--- src/rtl/producer2riscv.sv ---
// producer2riscv
//   Input-side stream buffer between an upstream producer and the picorv_mem
//   stream input port. A first-word-fall-through FIFO absorbs producer bursts
//   while the core polls its input port over the memory bus.
//
// Handshake (both sides): a word moves on a rising clk edge where the
//   sender's valid and the receiver's ready are both 1. The sender holds its
//   valid and data steady until that edge. The receiver may change ready at
//   any time.
//   Upstream:   push = val_in & ready_upward
//   Downstream: pop  = val_out & ready_downward
//
// Parameters
//   DATA_WIDTH  payload width in bits (default 32)
//   DEPTH       FIFO entries, a power of two >= 2 (default 8)
//   ADDR_W      derived pointer index width, $clog2(DEPTH)
//
// Ports
//   clk             in   rising-edge clock
//   reset           in   asynchronous active-high reset, synchronous release
//   din             in   upstream payload
//   val_in          in   upstream valid
//   ready_upward    out  registered accept indication to the producer
//   dout            out  FIFO head payload; 0 when val_out is 0
//   val_out         out  FIFO head valid
//   ready_downward  in   picorv_mem consumes the head this cycle
//   fill_level      out  registered occupancy, 0..DEPTH
//   word_cnt        out  pushes accepted, wraps          (P2R_STATS_EN only)
//   stall_cnt       out  cycles val_in=1 & ready_upward=0 (P2R_STATS_EN only)
//
// Configuration
//   P2R_STATS_EN  when defined, adds the word_cnt/stall_cnt statistics
//                 outputs. When undefined, those ports and counters are absent
//                 and the FIFO behaves identically.

module producer2riscv #(
    parameter  int DATA_WIDTH = 32,
    parameter  int DEPTH      = 8,
    localparam int ADDR_W     = $clog2(DEPTH)
) (
    input  logic                  clk,
    input  logic                  reset,
    input  logic [DATA_WIDTH-1:0] din,
    input  logic                  val_in,
    output logic                  ready_upward,
    output logic [DATA_WIDTH-1:0] dout,
    output logic                  val_out,
    input  logic                  ready_downward,
    output logic [ADDR_W:0]       fill_level
`ifdef P2R_STATS_EN
    ,
    output logic [31:0]           word_cnt,
    output logic [31:0]           stall_cnt
`endif
);

    localparam logic [ADDR_W:0] FILL_ONE  = (ADDR_W+1)'(1);
    localparam logic [ADDR_W:0] FILL_FULL = (ADDR_W+1)'(DEPTH);

    // Pointers carry one extra wrap bit so full and empty are distinguishable.
    logic [ADDR_W:0]       wr_ptr;
    logic [ADDR_W:0]       rd_ptr;
    logic [DATA_WIDTH-1:0] mem [DEPTH];

    logic            empty;
    logic            full;
    logic            push;
    logic            pop;
    logic [ADDR_W:0] fill_next;

    assign empty = (wr_ptr == rd_ptr);
    assign full  = (wr_ptr[ADDR_W] != rd_ptr[ADDR_W]) &&
                   (wr_ptr[ADDR_W-1:0] == rd_ptr[ADDR_W-1:0]);

    // ready_upward is already 0 when full. The extra full term keeps a write
    // from ever overrunning the head, even if ready and occupancy disagree.
    assign push = val_in & ready_upward & ~full;
    assign pop  = val_out & ready_downward;

    always_comb begin
        fill_next = fill_level;
        case ({push, pop})
            2'b10:   fill_next = fill_level + FILL_ONE;
            2'b01:   fill_next = fill_level - FILL_ONE;
            default: fill_next = fill_level;
        endcase
    end

    always_ff @(posedge clk or posedge reset) begin
        if (reset) begin
            wr_ptr       <= '0;
            rd_ptr       <= '0;
            fill_level   <= '0;
            ready_upward <= 1'b0;
        end else begin
            if (push) wr_ptr <= wr_ptr + FILL_ONE;
            if (pop)  rd_ptr <= rd_ptr + FILL_ONE;
            fill_level <= fill_next;
            // The ready for the coming cycle comes from the occupancy that
            // takes effect after this edge. A push+pop at DEPTH-1 keeps it 1.
            ready_upward <= (fill_next < FILL_FULL);
        end
    end

    // Storage needs no reset: dout is forced to 0 whenever the FIFO is empty.
    always_ff @(posedge clk) begin
        if (push) mem[wr_ptr[ADDR_W-1:0]] <= din;
    end

    // The head comes straight from registers. There is no bypass, so a word
    // written at one edge first appears on dout after that edge.
    assign val_out = ~empty;
    assign dout    = val_out ? mem[rd_ptr[ADDR_W-1:0]] : '0;

`ifdef P2R_STATS_EN
    always_ff @(posedge clk or posedge reset) begin
        if (reset) begin
            word_cnt  <= 32'd0;
            stall_cnt <= 32'd0;
        end else begin
            if (push)                  word_cnt  <= word_cnt + 32'd1;
            if (val_in & ~ready_upward) stall_cnt <= stall_cnt + 32'd1;
        end
    end
`endif

endmodule
--- config.mk ---
export PLATFORM = sky130hd
export DESIGN_NAME = producer2riscv
export DESIGN_NICKNAME = d
export VERILOG_FILES = /design/src/rtl/producer2riscv.sv
export SDC_FILE = /design/constraint.sdc
export NUM_CORES = 1
export LEC_CHECK = 0
export CAP_MARGIN = 0
export CORE_MARGIN = 2
export CORE_UTILIZATION = 50
export CTS_BUF_LIST = sky130_fd_sc_hd__clkbuf_4 sky130_fd_sc_hd__clkbuf_8
export CTS_CLUSTER_DIAMETER = 100
export DETAILED_ROUTE_END_ITERATION = 16
export PLACE_DENSITY = 0.73
export SLEW_MARGIN = 10
export SYNTH_ARGS = -nofsm -noshare
export SYNTH_HDL_FRONTEND = slang
export SYNTH_SLANG_ARGS = --single-unit
--- constraint.sdc ---
create_clock -name clk -period 6.4 [get_ports clk]
set_clock_uncertainty 0.2 [all_clocks]
set_input_delay 1.6 -clock clk [delete_from_list [all_inputs] [get_ports clk]]
set_output_delay 1.6 -clock clk [all_outputs]
set_load 0.01 [all_outputs]
==> results.md <==
* Result of the run: finished clean
* P per Cell Area at roughly 470 mW/mm^2
* Worst setup slack after layout at ~1.1 ns
* Top cells by instance count after synthesis: sky130_fd_sc_hd__edfxtp_1, sky130_fd_sc_hd__mux4_2, sky130_fd_sc_hd__nor2_1
* Largest area contributor in the netlist: sky130_fd_sc_hd__edfxtp_1
* Worst-Skew Late Latency at 0.53 ns
* Slew Limit Fails at 0
* Layout cells sized above 1 at a little over a quarter
* Floorplan Core Area at between 0.02 and 0.025 sq mm
* Vias in the first global route at approximately 5400
* Cell chosen for the clock root: sky130_fd_sc_hd__clkbuf_8
* Count of state elements after synthesis at 269
* DP Area at roughly 0.012 sq mm
* Post-DRT Antenna Nets at 0
* RSZ-0062 raised after global routing: no
* Min cycle time layout at around 5.3 ns
* Number of buffers added on ports at 73
* Setup total negative slack at 0 ns
* Number of buffers between clock root and the deepest sink at 3
* Final Setup Violations at 0
* Nature of the critical path startpoint: flop
* Worst-Margin Slew at 1.03 ns
* Non-filler cells, final at approximately 890
* Final worst-path cycle share at 83.0%
* Die outline area at 0.0223 sq mm
* Worst hold path class: reg2reg
* Flip-flop cell with the highest count after synthesis: sky130_fd_sc_hd__edfxtp_1
* Instance count after placement with tap cells included at just over 800
* P_leak at slightly above 4 nW
* VDD IR max at roughly 230 uV
* Sequential cell area fraction in the yosys report at roughly three quarters
* Fmax achieved at approximately 0.19 GHz
* Synth warnings at 0
* Cell row count at between 50 and 60
* Largest net degree at the start of global routing at 68
* Global route total overflow at 0
* Starting utilization of the core area at between 50 and 60%
* Residual DRC at 0
* Detailed Routing Iterations Pass 1 at 4
* Number of maximum-capacitance constraint violations at 0
* Cell chain of the critical path: buf_4 -> mux4_2 -> mux2i_1 -> nor2_1 -> clkdlybuf4s50_1
* Number of H-tree branching levels at 2
* Width of the die at roughly 150 microns
* Average via count per standard cell at 5.54
* Number of setup buffers added after CTS at 0
* Area share of the largest cell type after synthesis at about 73%
* Type of the setup path with the least slack: reg2out
* Hold violation total from the final report at 0
* Critical Path AT at 3.51 ns
* Number of nets at the end of the flow at between 600 and 700
* Crit-path slowest cell: sky130_fd_sc_hd__dfrtp_4
* Clock transition at the registers of the reported paths at roughly 0.06 ns
* Post-Syn Nets at 528
* Resize count post-CTS at 0
* Element type at the critical path end: output pin
* Most used standard cell by instance count after synthesis: sky130_fd_sc_hd__edfxtp_1
* Req. time, crit path at around 4.6 ns
* Max-slew headroom at the worst pin at just over 30%
* Area growth from synthesis to layout at 17.8%
* GRT Util Overall at between 10% and 20%
* Fraction of registers with async set/reset at 4.83%
* Cell types occupying the most area after synthesis: sky130_fd_sc_hd__edfxtp_1, sky130_fd_sc_hd__mux4_2, sky130_fd_sc_hd__dfrtp_1
* CTS sink cnt at between 200 and 300
* Final total power at between 0.005 and 0.006 W
* Synthesized instance count at ~490
* Synth Area per Inst at 21.7 sq um
* Via count of the routed design at just under 5000
* Fin area at between 0.01 and 0.015 sq mm
* CTS Buf Count at 42
* Peak per-stage delay on the critical path at 0.79 ns
* Post-synthesis instance area at 0.0105 sq mm
* Worst Path Max Fanout at 40
* HPWL after detailed placement at 11100 microns
* Number of synthesized flops with an enable pin at 256
* Number of ports placed on the die boundary at 74
* Yosys cell types at 35
* Number of DRC markers in iteration 0 at roughly 330
* Global-route wire length before repair at between 30000 and 40000 microns
* Total Wirelength at ~20000 microns
* Wirelength per Cell at roughly 22 microns
* Overall die height at roughly 150 microns
* RD Place Congestion at 0.699
* Worst slack, placed at ~1.5 ns
* CTS tree: built
* Hold Buf Count CTS at 0
* Antenna violations before repair at 1
-- placed cells by master, fill, tap and decap left out, types with 4 or more instances in the layout --
cell type,netlist,routed
sky130_fd_sc_hd__nor2_4,1,6
sky130_fd_sc_hd__clkdlybuf4s50_1,0,73
sky130_fd_sc_hd__mux2i_1,32,32
sky130_fd_sc_hd__dfrtp_1,13,10
sky130_fd_sc_hd__nor2_1,38,33
sky130_fd_sc_hd__clkbuf_8,0,44
sky130_fd_sc_hd__nand2_1,6,6
sky130_fd_sc_hd__buf_4,1,11
sky130_fd_sc_hd__xor2_1,5,5
sky130_fd_sc_hd__nor3_1,6,4
sky130_fd_sc_hd__ha_1,6,6
sky130_fd_sc_hd__clkbuf_4,0,21
sky130_fd_sc_hd__mux4_2,64,64
sky130_fd_sc_hd__edfxtp_1,256,256
sky130_fd_sc_hd__xnor2_1,5,5
-- layout make-up --
cell class                      instances  area (sq um)
Fill cell                            1478          8470
Sequential cell                       269          8020
Multi-Input combinational cell        189          2430
Inverter                                5          18.8
Antenna cell                            1          2.50
Clock inverter                          5          30.0
Timing Repair Buffer                   84           813
Tap cell                              275           344
Clock buffer                           65           763
-- where the power goes --
part | total, W | switching (W) | internal [W]
clock | 0.00136 | 0.000605 | 0.000754
sequential | 0.00231 | 0.000144 | 0.00216
combinational | 0.00212 | 0.00101 | 0.00110
-- critical path, delay by kind of cell (launching register included) --
family	cells	cell delay, ns
buffers and inverters	2	1.26
DFF	1	0.79
muxes	2	0.79
and+or+nand+nor	1	0.08
-- cell families (layout without fill, tap and decap cells) --
logic type,Yosys count,after routing,synth area share [%]
other,0,1,0
AO/OA/AOI/OAI,11,11,0.736
XOR/XNOR,13,13,1.40
flip-flops,269,269,76.0
AND/OR/NAND/NOR,60,60,2.54
multiplexers,99,99,17.1
buffers and inverters,28,159,1.55
adder cells (fa/ha/maj),6,6,0.712
-- final timing paths --
kind,end,startpoint,slack [ns],cells past startpoint
max in group asynchronous,rd_ptr[0]$_DFFE_PP0P_,reset,4.43,2
worst max register to register,ready_upward$_DFF_PP0_,rd_ptr[0]$_DFFE_PP0P_,2.43,11
worst min register to register,ready_upward$_DFF_PP0_,flop,0.32,1
min in group asynchronous,ready_upward$_DFF_PP0_,reset,1.20,2
worst min-delay path,ready_upward$_DFF_PP0_,flop,0.32,1
worst max-delay path,dout[6],rd_ptr[0]$_DFFE_PP0P_,1.09,5
-- metrics by stage --
stage	hold WS (ns)	util, %
CTS	0.325	59.4
global route	0.361	59.4
global placement	0.296	55.6
detailed placement	0.305	55.6
floorplan	0.325	-
finish	0.321	59.4
-- state kept, by name (all words and copies together) (netlist names), named ones only --
register	count
rd_ptr	4
mem	256
fill_level	3
ready_upward	1
wr_ptr	4
-- metal layers --
metal / GRT usage [%] / part of all wire, % / vias up
met5: 0 / 0 / -
met2: 30.9 / 51 / 143
met4: 6.48 / 2.4 / 0
met1: 24.5 / 41 / 2564
li1: - / - / 2205
met3: 3.67 / 5.1 / 35
No activity file was read; power rests on OpenSTA's default activity.
